$ cat config.mk
export PLATFORM = sky130hd
export DESIGN_NAME = nibble_serial_subtractor_ctrl
export DESIGN_NICKNAME = d
export VERILOG_FILES = /design/src/rtl/nibble_serial_subtractor_ctrl.sv
export SDC_FILE = /design/constraint.sdc
export NUM_CORES = 1
export LEC_CHECK = 0
export ABC_AREA = 1
export BUFFER_PORTS_ARGS = -buffer_cell sky130_fd_sc_hd__buf_4
export CAP_MARGIN = 20
export CORE_ASPECT_RATIO = 1.1
export CORE_MARGIN = 1
export CORE_UTILIZATION = 45
export DETAILED_ROUTE_END_ITERATION = 10
export GPL_TIMING_DRIVEN = 0
export PLACE_DENSITY = 0.65
export SYNTH_ARGS = -nofsm -noshare
export SYNTH_HDL_FRONTEND = slang
export SYNTH_SLANG_ARGS = --single-unit
$ cat constraint.sdc
create_clock -name clk -period 2.09 [get_ports clk]
set_input_delay 0 -clock clk [delete_from_list [all_inputs] [get_ports clk]]
set_output_delay 0 -clock clk [all_outputs]
set_load 0.1 [all_outputs]
$ cat src/rtl/nibble_serial_subtractor_ctrl.sv
// Nibble-serial wide subtractor sequencer driving an external 4-bit parallel_subtractor.
// Optional SUB_SEQ_BORROW_IN_EN adds a borrow-in port (bin) captured with the operands.
module nibble_serial_subtractor_ctrl #(
    parameter int NIBBLES = 4
) (
    input  logic                 clk,
    input  logic                 rst,
    input  logic                 start,
    input  logic [4*NIBBLES-1:0] op_a,
    input  logic [4*NIBBLES-1:0] op_b,
`ifdef SUB_SEQ_BORROW_IN_EN
    input  logic                 bin,
`endif
    output logic                 busy,
    output logic                 done,
    output logic [4*NIBBLES-1:0] result,
    output logic                 borrow,
    output logic [3:0]           sub_a,
    output logic [3:0]           sub_b,
    output logic                 sub_bin,
    input  logic [3:0]           sub_d,
    input  logic                 sub_bout
);

    localparam int W  = 4 * NIBBLES;
    localparam int IW = $clog2(NIBBLES);

    localparam logic [1:0] ST_IDLE = 2'd0;
    localparam logic [1:0] ST_RUN  = 2'd1;
    localparam logic [1:0] ST_DONE = 2'd2;

    localparam logic [IW-1:0] LAST_IDX = IW'(NIBBLES - 1);

    logic [1:0]    state_q,  state_d;
    logic [W-1:0]  a_q,      a_d;
    logic [W-1:0]  b_q,      b_d;
    logic [W-1:0]  acc_q,    acc_d;
    logic [IW-1:0] idx_q,    idx_d;
    logic          bff_q,    bff_d;
    logic [W-1:0]  result_q, result_d;
    logic          borrow_q, borrow_d;

    logic          init_bff;

`ifdef SUB_SEQ_BORROW_IN_EN
    assign init_bff = bin;
`else
    assign init_bff = 1'b0;
`endif

    always_comb begin
        // NOTE: every _d defaults to its _q first so no path leaves a signal unassigned (no latches).
        state_d  = state_q;
        a_d      = a_q;
        b_d      = b_q;
        acc_d    = acc_q;
        idx_d    = idx_q;
        bff_d    = bff_q;
        result_d = result_q;
        borrow_d = borrow_q;
        sub_a    = 4'd0;
        sub_b    = 4'd0;
        sub_bin  = 1'b0;

        case (state_q)
            ST_IDLE: begin
                if (start) begin
                    a_d     = op_a;
                    b_d     = op_b;
                    bff_d   = init_bff;
                    idx_d   = '0;
                    acc_d   = '0;
                    state_d = ST_RUN;
                end
            end
            ST_RUN: begin
                sub_a   = a_q[{idx_q, 2'b00} +: 4];
                sub_b   = b_q[{idx_q, 2'b00} +: 4];
                sub_bin = bff_q;
                acc_d[{idx_q, 2'b00} +: 4] = sub_d;
                bff_d   = sub_bout;
                if (idx_q == LAST_IDX) begin
                    // Publish the accumulator with the final nibble already merged in.
                    result_d = acc_d;
                    borrow_d = sub_bout;
                    idx_d    = '0;
                    state_d  = ST_DONE;
                end else begin
                    idx_d = idx_q + 1'b1;
                end
            end
            ST_DONE: begin
                state_d = ST_IDLE;
            end
            default: begin
                state_d = ST_IDLE;
            end
        endcase
    end

    always_ff @(posedge clk) begin
        // NOTE: sequential state uses non-blocking assignments so all flops update from the same pre-edge values.
        if (rst) begin
            state_q  <= ST_IDLE;
            a_q      <= '0;
            b_q      <= '0;
            acc_q    <= '0;
            idx_q    <= '0;
            bff_q    <= 1'b0;
            result_q <= '0;
            borrow_q <= 1'b0;
        end else begin
            state_q  <= state_d;
            a_q      <= a_d;
            b_q      <= b_d;
            acc_q    <= acc_d;
            idx_q    <= idx_d;
            bff_q    <= bff_d;
            result_q <= result_d;
            borrow_q <= borrow_d;
        end
    end

    assign busy   = (state_q != ST_IDLE);
    assign done   = (state_q == ST_DONE);
    assign result = result_q;
    assign borrow = borrow_q;

endmodule

==> impl_metrics.toml, run 1 <==
[status]
status = "finished, final reports clean"

[setup_path]
crit_required_ns = 2.37
path_class = "flop to flop"
crit_chain = "inv_1 -> buf_4 -> buf_4 -> ha_1 -> buf_2 -> inv_1 -> nand2_1 -> nor2_1 -> nand2_1 -> nand2_1 -> nand2_1 -> a21oi_1"
cp-start-kind = "flop"
crit_arrival_ns = 2.23
rr_endpoint = "acc_q[14]$_SDFFE_PP0P_"
reg2reg_from = "idx_q[0]$_SDFFE_PP0P_"
crit_fanout = 12
crit_start = "idx_q[0]$_SDFFE_PP0P_"
rr_worst_depth = 12
slowest_delay_ns = 0.38
end_kind = "flop"
cp_common_cell = "nand2_1"
worst_path_max_delay_cell = "dfxtp_2"
r2r_setup_slack_ns = 0.14
crit_end = "acc_q[14]$_SDFFE_PP0P_"

[synthesis]
netlist.top_cell.by_area = "dfxtp_1"
ys_async_sr_fraction_pct = 0
netlist_area_um2 = 3250
synth.distinct_cells = 24
yosys_most_used_dff = "dfxtp_1"
synth_fp_nets = 503
yosys.area.top_type_share_pct = 43.1
syn_area_per_cell_um2 = 7.11
synth_seq_area_share_pct = 43.1
synthTopCellsByArea = "dfxtp_1 43%, nor2_1 13%, o21ai_0 9.9%, nand2_1 8.8%, o21a_1 3.9%"
yosys_warnings = 0
syn-instance-count = 457
synth-edff-count = 0
ys_seq_elements = 70

[clock_tree]
numCtsBuffers = 9
htree_levels = 3
cts_root_buf = "clkbuf_8"
clock-sinks = 70
clock_latency_ns = 0.35
cts_setup_buffers = 0
cts_tree = "done"
clock_path_buffers = 2
clkTransAtPathRegs_ns = 0.08

[route]
detail_route.wl_per_cell_um = 12.8
vias = 3214
drc = 0
drtAntennaViolNets = 0
wl_mm = 8.39
dr.pass1.iters = 4
drt-initial-drc-count = 147
vias_per_cell = 4.88

[global_routing]
grt.overflow.total = 0
grtUsageTotal_pct = 24.1
antenna_found_initial = 0
grt_pass1_vias = 3172
grt_max_degree = 13
grt_pass1_wl_mm = 14.4

[final_layout]
diodes = 0
final_cell_area_um2 = 4450
syn_to_final_growth_pct = 37.0
fin_nets = 614
final_common_cell = "nor2_1"
fillers = 651
final_core_util_pct = 63.5
drive_gt1_share_pct = 24.1
mostFrequentLayoutCells = "111 x nor2_1, 76 x nand2_1, 69 x dfxtp_1, 68 x buf_4, 63 x o21ai_0"

[placement]
place.port_buffers = 67
pre_cts_ws_ns = -0.127
dp_hpwl_mm = 5.77
globalplace.congestion = 0.870
postPlaceCellArea_um2 = 3890

[timing]
finClkSkew_ns = 0.00508
setup_tns_ns = 0
fin_ws_ns = 0.139
relSlewSlack_pct = 66.4
drv_slew = 0
finalSetupViolCount = 0
rsz0062_at_grt = "yes"
worstMarginPinSlew_ns = 0.504
fin_crit_ns = 1.95
finalCritPeriodShare_pct = 93.3
final_hold_viol_count = 0
fmax_mhz = 513

[floorplanning]
die_h_um = 91.1
ios = 68
die-area_um2 = 7570
die_w_um = 83.0
core_um2 = 7010
num_rows = 32
initial_core_util_pct = 46.4

[pwr]
peakVddDrop_v = 0.000448
p_leak_uw = 0.00208
p_per_area_nw_per_um2 = 716
p_total_uw = 3190

[job]
max_cap_viol_count = 0

[min_path]
hold_path.class = "input pin to flop"
-- area by class of cell --
type	count	area [µm²]	share of cell area, %
repair buffers	100	841	18.9
inverters	36	140	3.15
multi-input cells	326	1620	36.5
flip-flops and latches	70	1400	31.5
clock buffers	12	155	3.49
clock inverters	4	45.0	1.01
plain buffers	25	139	3.12
well taps	85	106	2.39
-- per-layer routing --
metal	GRT usage, %	routed length (µm)	up-vias
li1	-	-	1672
met1	28.1	3730	1455
met2	42.4	4190	70
met3	4.64	264	17
met4	11.5	201	0
met5	0	0	-
-- state kept, by name (all words and copies together) (netlist names) --
| register | cells |
|---|---|
| bff_q | 1 |
| a_q | 16 |
| result | 16 |
| b_q | 16 |
| borrow | 1 |
| acc_q | 16 |
| state_q | 2 |
| idx_q | 2 |
-- timing repair --
| action | in CTS | in global routing |
|---|---|---|
| hold endpoints to repair | 34 | 0 |
| hold buffers | 33 | 0 |
| endpoints found under the setup margin | 35 | 40 |
| resized for setup | 1 | 14 |
-- worst max-delay path, delay by kind of cell (launching register included) --
kind            cells  cell delay [ns]
fa+ha+maj           1             0.19
simple gates        5             0.48
compound gates      1             0.11
buf+inv             5             0.74
flops               1             0.38
-- power breakdown --
group / total, µW / switching, µW / internal [µW]
Combinational: 633 / 401 / 232
Sequential: 1430 / 34.4 / 1400
Clock: 1120 / 513 / 611
Total: 3190 / 948 / 2240
-- cells by family after synthesis --
logic type	count (synthesis)	synth area share, %
compound gates	108	19.0
buf+inv	61	8.28
flops	70	43.1
fa+ha+maj	6	2.31
simple gates	212	27.3
-- stage by stage --
step                      hold slack [ns]  cells
after detailed placement            0.214    609
after CTS                          0.0786    658
after floorplan                     0.103    457
after global placement              0.209    609
after global routing                0.107    658
final                              0.0791    658
-- cell usage after synthesis (2+ instances only) --
| master | number |
|---|---|
| a21oi_1 | 17 |
| a21oi_2 | 9 |
| buf_1 | 2 |
| buf_2 | 14 |
| clkbuf_1 | 7 |
| dfxtp_1 | 70 |
| ha_1 | 6 |
| inv_1 | 30 |
| inv_2 | 4 |
| nand2_1 | 76 |
| nand2_2 | 9 |
| nand3_1 | 5 |
| nand4_1 | 4 |
| nor2_1 | 114 |
| nor2_8 | 2 |
| o21a_1 | 17 |
| o21ai_0 | 64 |
-- how the worst min path moves through the flow --
| stage | from | endpoint | cells past startpoint | slack, ns |
|---|---|---|---|---|
| after global placement | sub_bout | borrow$_SDFFE_PP0P_ | 3 | 0.21 |
| final | sub_d[3] | result[3]$_SDFFE_PP0P_ | 5 | 0.08 |
| after floorplan | sub_bout | borrow$_SDFFE_PP0P_ | 2 | 0.10 |
| after CTS | sub_d[2] | acc_q[2]$_SDFFE_PP0P_ | 5 | 0.08 |
| after detailed placement | sub_bout | borrow$_SDFFE_PP0P_ | 3 | 0.21 |
| after global routing | sub_d[2] | acc_q[2]$_SDFFE_PP0P_ | 5 | 0.11 |
Note: power is estimated with default switching activity, not from simulation.
==> inputs of run 2 (changes only) <==
CELL_PAD_IN_SITES_DETAIL_PLACEMENT = 1   (was default)
CELL_PAD_IN_SITES_GLOBAL_PLACEMENT = 1   (was default)
CORE_UTILIZATION = 39   (was 45)
PLACE_DENSITY = 0.77   (was 0.65)
==> impl_metrics.toml, run 2 (synthesis results as in run 1) <==
[status]
status = "finished, final reports clean"

[setup_path]
path_class = "flop to primary output"
worst_path_max_delay_cell = "dfxtp_2"
reg2reg_from = "idx_q[1]$_SDFFE_PP0P_"
slowest_delay_ns = 0.37
crit_required_ns = 2.09
rr_endpoint = "acc_q[14]$_SDFFE_PP0P_"
rr_worst_depth = 11
crit_chain = "clkbuf_4 -> clkbuf_4 -> nor2_1 -> nor2_1 -> o21ai_0 -> a21oi_2 -> buf_4"
cp-start-kind = "flop"
crit_buf_inv = 3
crit_arrival_ns = 1.94
end_kind = "primary output"
crit_fanout = 10
crit_family = "buffers and inverters"
r2r_setup_slack_ns = 0.15

[route]
vias_per_cell = 4.98
drc = 0
detail_route.wl_per_cell_um = 15.4
drt-initial-drc-count = 74
vias = 3390
drtAntennaViolNets = 0
dr.pass1.iters = 4
wl_mm = 10.5

[placement]
place.port_buffers = 67
pre_cts_ws_ns = -0.259
globalplace.congestion = 0.818
dp_cells = 632
postPlaceCellArea_um2 = 3920
dp_hpwl_mm = 6.69

[min_path]
hold_path_depth = 5
holdCritStartpoint = "sub_d[2]"
hold_path.class = "input pin to flop"
hold-path-endpoint = "result[2]$_SDFFE_PP0P_"

[floorplanning]
die_h_um = 97.8
die-area_um2 = 8700
die_w_um = 89.0
initial_core_util_pct = 40.6
core_um2 = 8000
num_rows = 34
ios = 68

[final_layout]
multi_input_area_um2 = 1630
mostFrequentLayoutCells = "109 x nor2_1, 76 x nand2_1, 69 x dfxtp_1, 64 x o21ai_0, 64 x buf_4"
final_cell_area_um2 = 4530
final_common_cell = "nor2_1"
diodes = 0
drive_gt1_share_pct = 24.6
syn_to_final_growth_pct = 39.3
register_area_um2 = 1400
fin_cells = 681
fin_nets = 614
fillers = 1044
final_core_util_pct = 56.6

[timing]
finalCritPeriodShare_pct = 93.1
finClkSkew_ns = 0.00771
drv_slew = 0
relSlewSlack_pct = 64.9
fmax_mhz = 514
fin_crit_ns = 1.94
worstMarginPinSlew_ns = 0.526
fin_ws_ns = 0.145
final_hold_viol_count = 0
finalSetupViolCount = 0

[global_routing]
grt_max_degree = 13
grt.overflow.total = 0
grt_pass1_vias = 3539
antenna_found_initial = 0
grtUsageTotal_pct = 26.4
grt_pass1_wl_mm = 17.3

[clock_tree]
clock-sinks = 70
clock_latency_ns = 0.37
htree_levels = 3
clock_path_buffers = 2
numCtsBuffers = 9
cts_root_buf = "clkbuf_8"
cts_tree = "done"
cts_setup_buffers = 0
clkTransAtPathRegs_ns = 0.08

[job]
max_cap_viol_count = 0

[pwr]
p_leak_uw = 0.00208
p_per_area_nw_per_um2 = 740
peakVddDrop_v = 0.000407
p_total_uw = 3350
[run 2: what timing repair did]
| item | 4_1_cts | 5_1_grt |
|---|---|---|
| gates resized for setup | 8 | 12 |
| setup endpoints to repair | 40 | 40 |
| endpoints found under the hold margin | 34 | 0 |
| hold buffers | 33 | 0 |
[run 2: power breakdown]
| group | switching, µW | total (µW) | internal (µW) | leakage [µW] |
|---|---|---|---|---|
| clock network | 545 | 1250 | 707 | 0.000110 |
| registers | 36.4 | 1430 | 1400 | 0.000573 |
| logic | 426 | 666 | 240 | 0.00140 |
[run 2: through the flow]
stage / setup TNS [ns] / hold slack (ns)
3_3_place_gp: -3.05 / 0.211
3_5_place_dp: -5.12 / 0.216
6_report: 0 / 0.0456
2_1_floorplan: 0 / 0.103
4_1_cts: 0 / 0.0329
5_1_grt: -0.00351 / 0.0870
[run 2: worst max-delay path by stage]
stage / from / to / slack [ns] / cells after the start
after global placement: idx_q[1]$_SDFFE_PP0P_ / acc_q[12]$_SDFFE_PP0P_ / -0.18 / 10
after detailed placement: idx_q[1]$_SDFFE_PP0P_ / acc_q[11]$_SDFFE_PP0P_ / -0.26 / 9
after floorplan: state_q[0]$_SDFFE_PP0P_ / sub_bin / 0.15 / 3
final: idx_q[0]$_SDFFE_PP0P_ / sub_a[2] / 0.15 / 7
after global routing: idx_q[1]$_SDFFE_PP0P_ / acc_q[7]$_SDFFE_PP0P_ / -0.004 / 9
after CTS: idx_q[0]$_SDFFE_PP0P_ / sub_a[2] / 0.009 / 7
[run 2: cell type report]
class / count / area share [%]
inverters: 36 / 3.15
repair buffers: 100 / 18.7
multi-input cells: 326 / 35.9
plain buffers: 25 / 3.34
well taps: 108 / 2.98
flip-flops and latches: 70 / 31.0
clock buffers: 11 / 3.12
clock inverters: 5 / 1.80
[run 2: routing by layer]
metal | GRT usage [%] | wire length, µm
met1 | 30.0 | 4220
met2 | 46.5 | 5520
met3 | 5.49 | 432
met4 | 12.2 | 312
met5 | 0 | 0
[run 2: worst min-delay path: stages]
cell	delay (ns)
buf_4	0.09
nand4_1	0.09
nand2_1	0.09
o21ai_0	0.07
inv_1	0.04
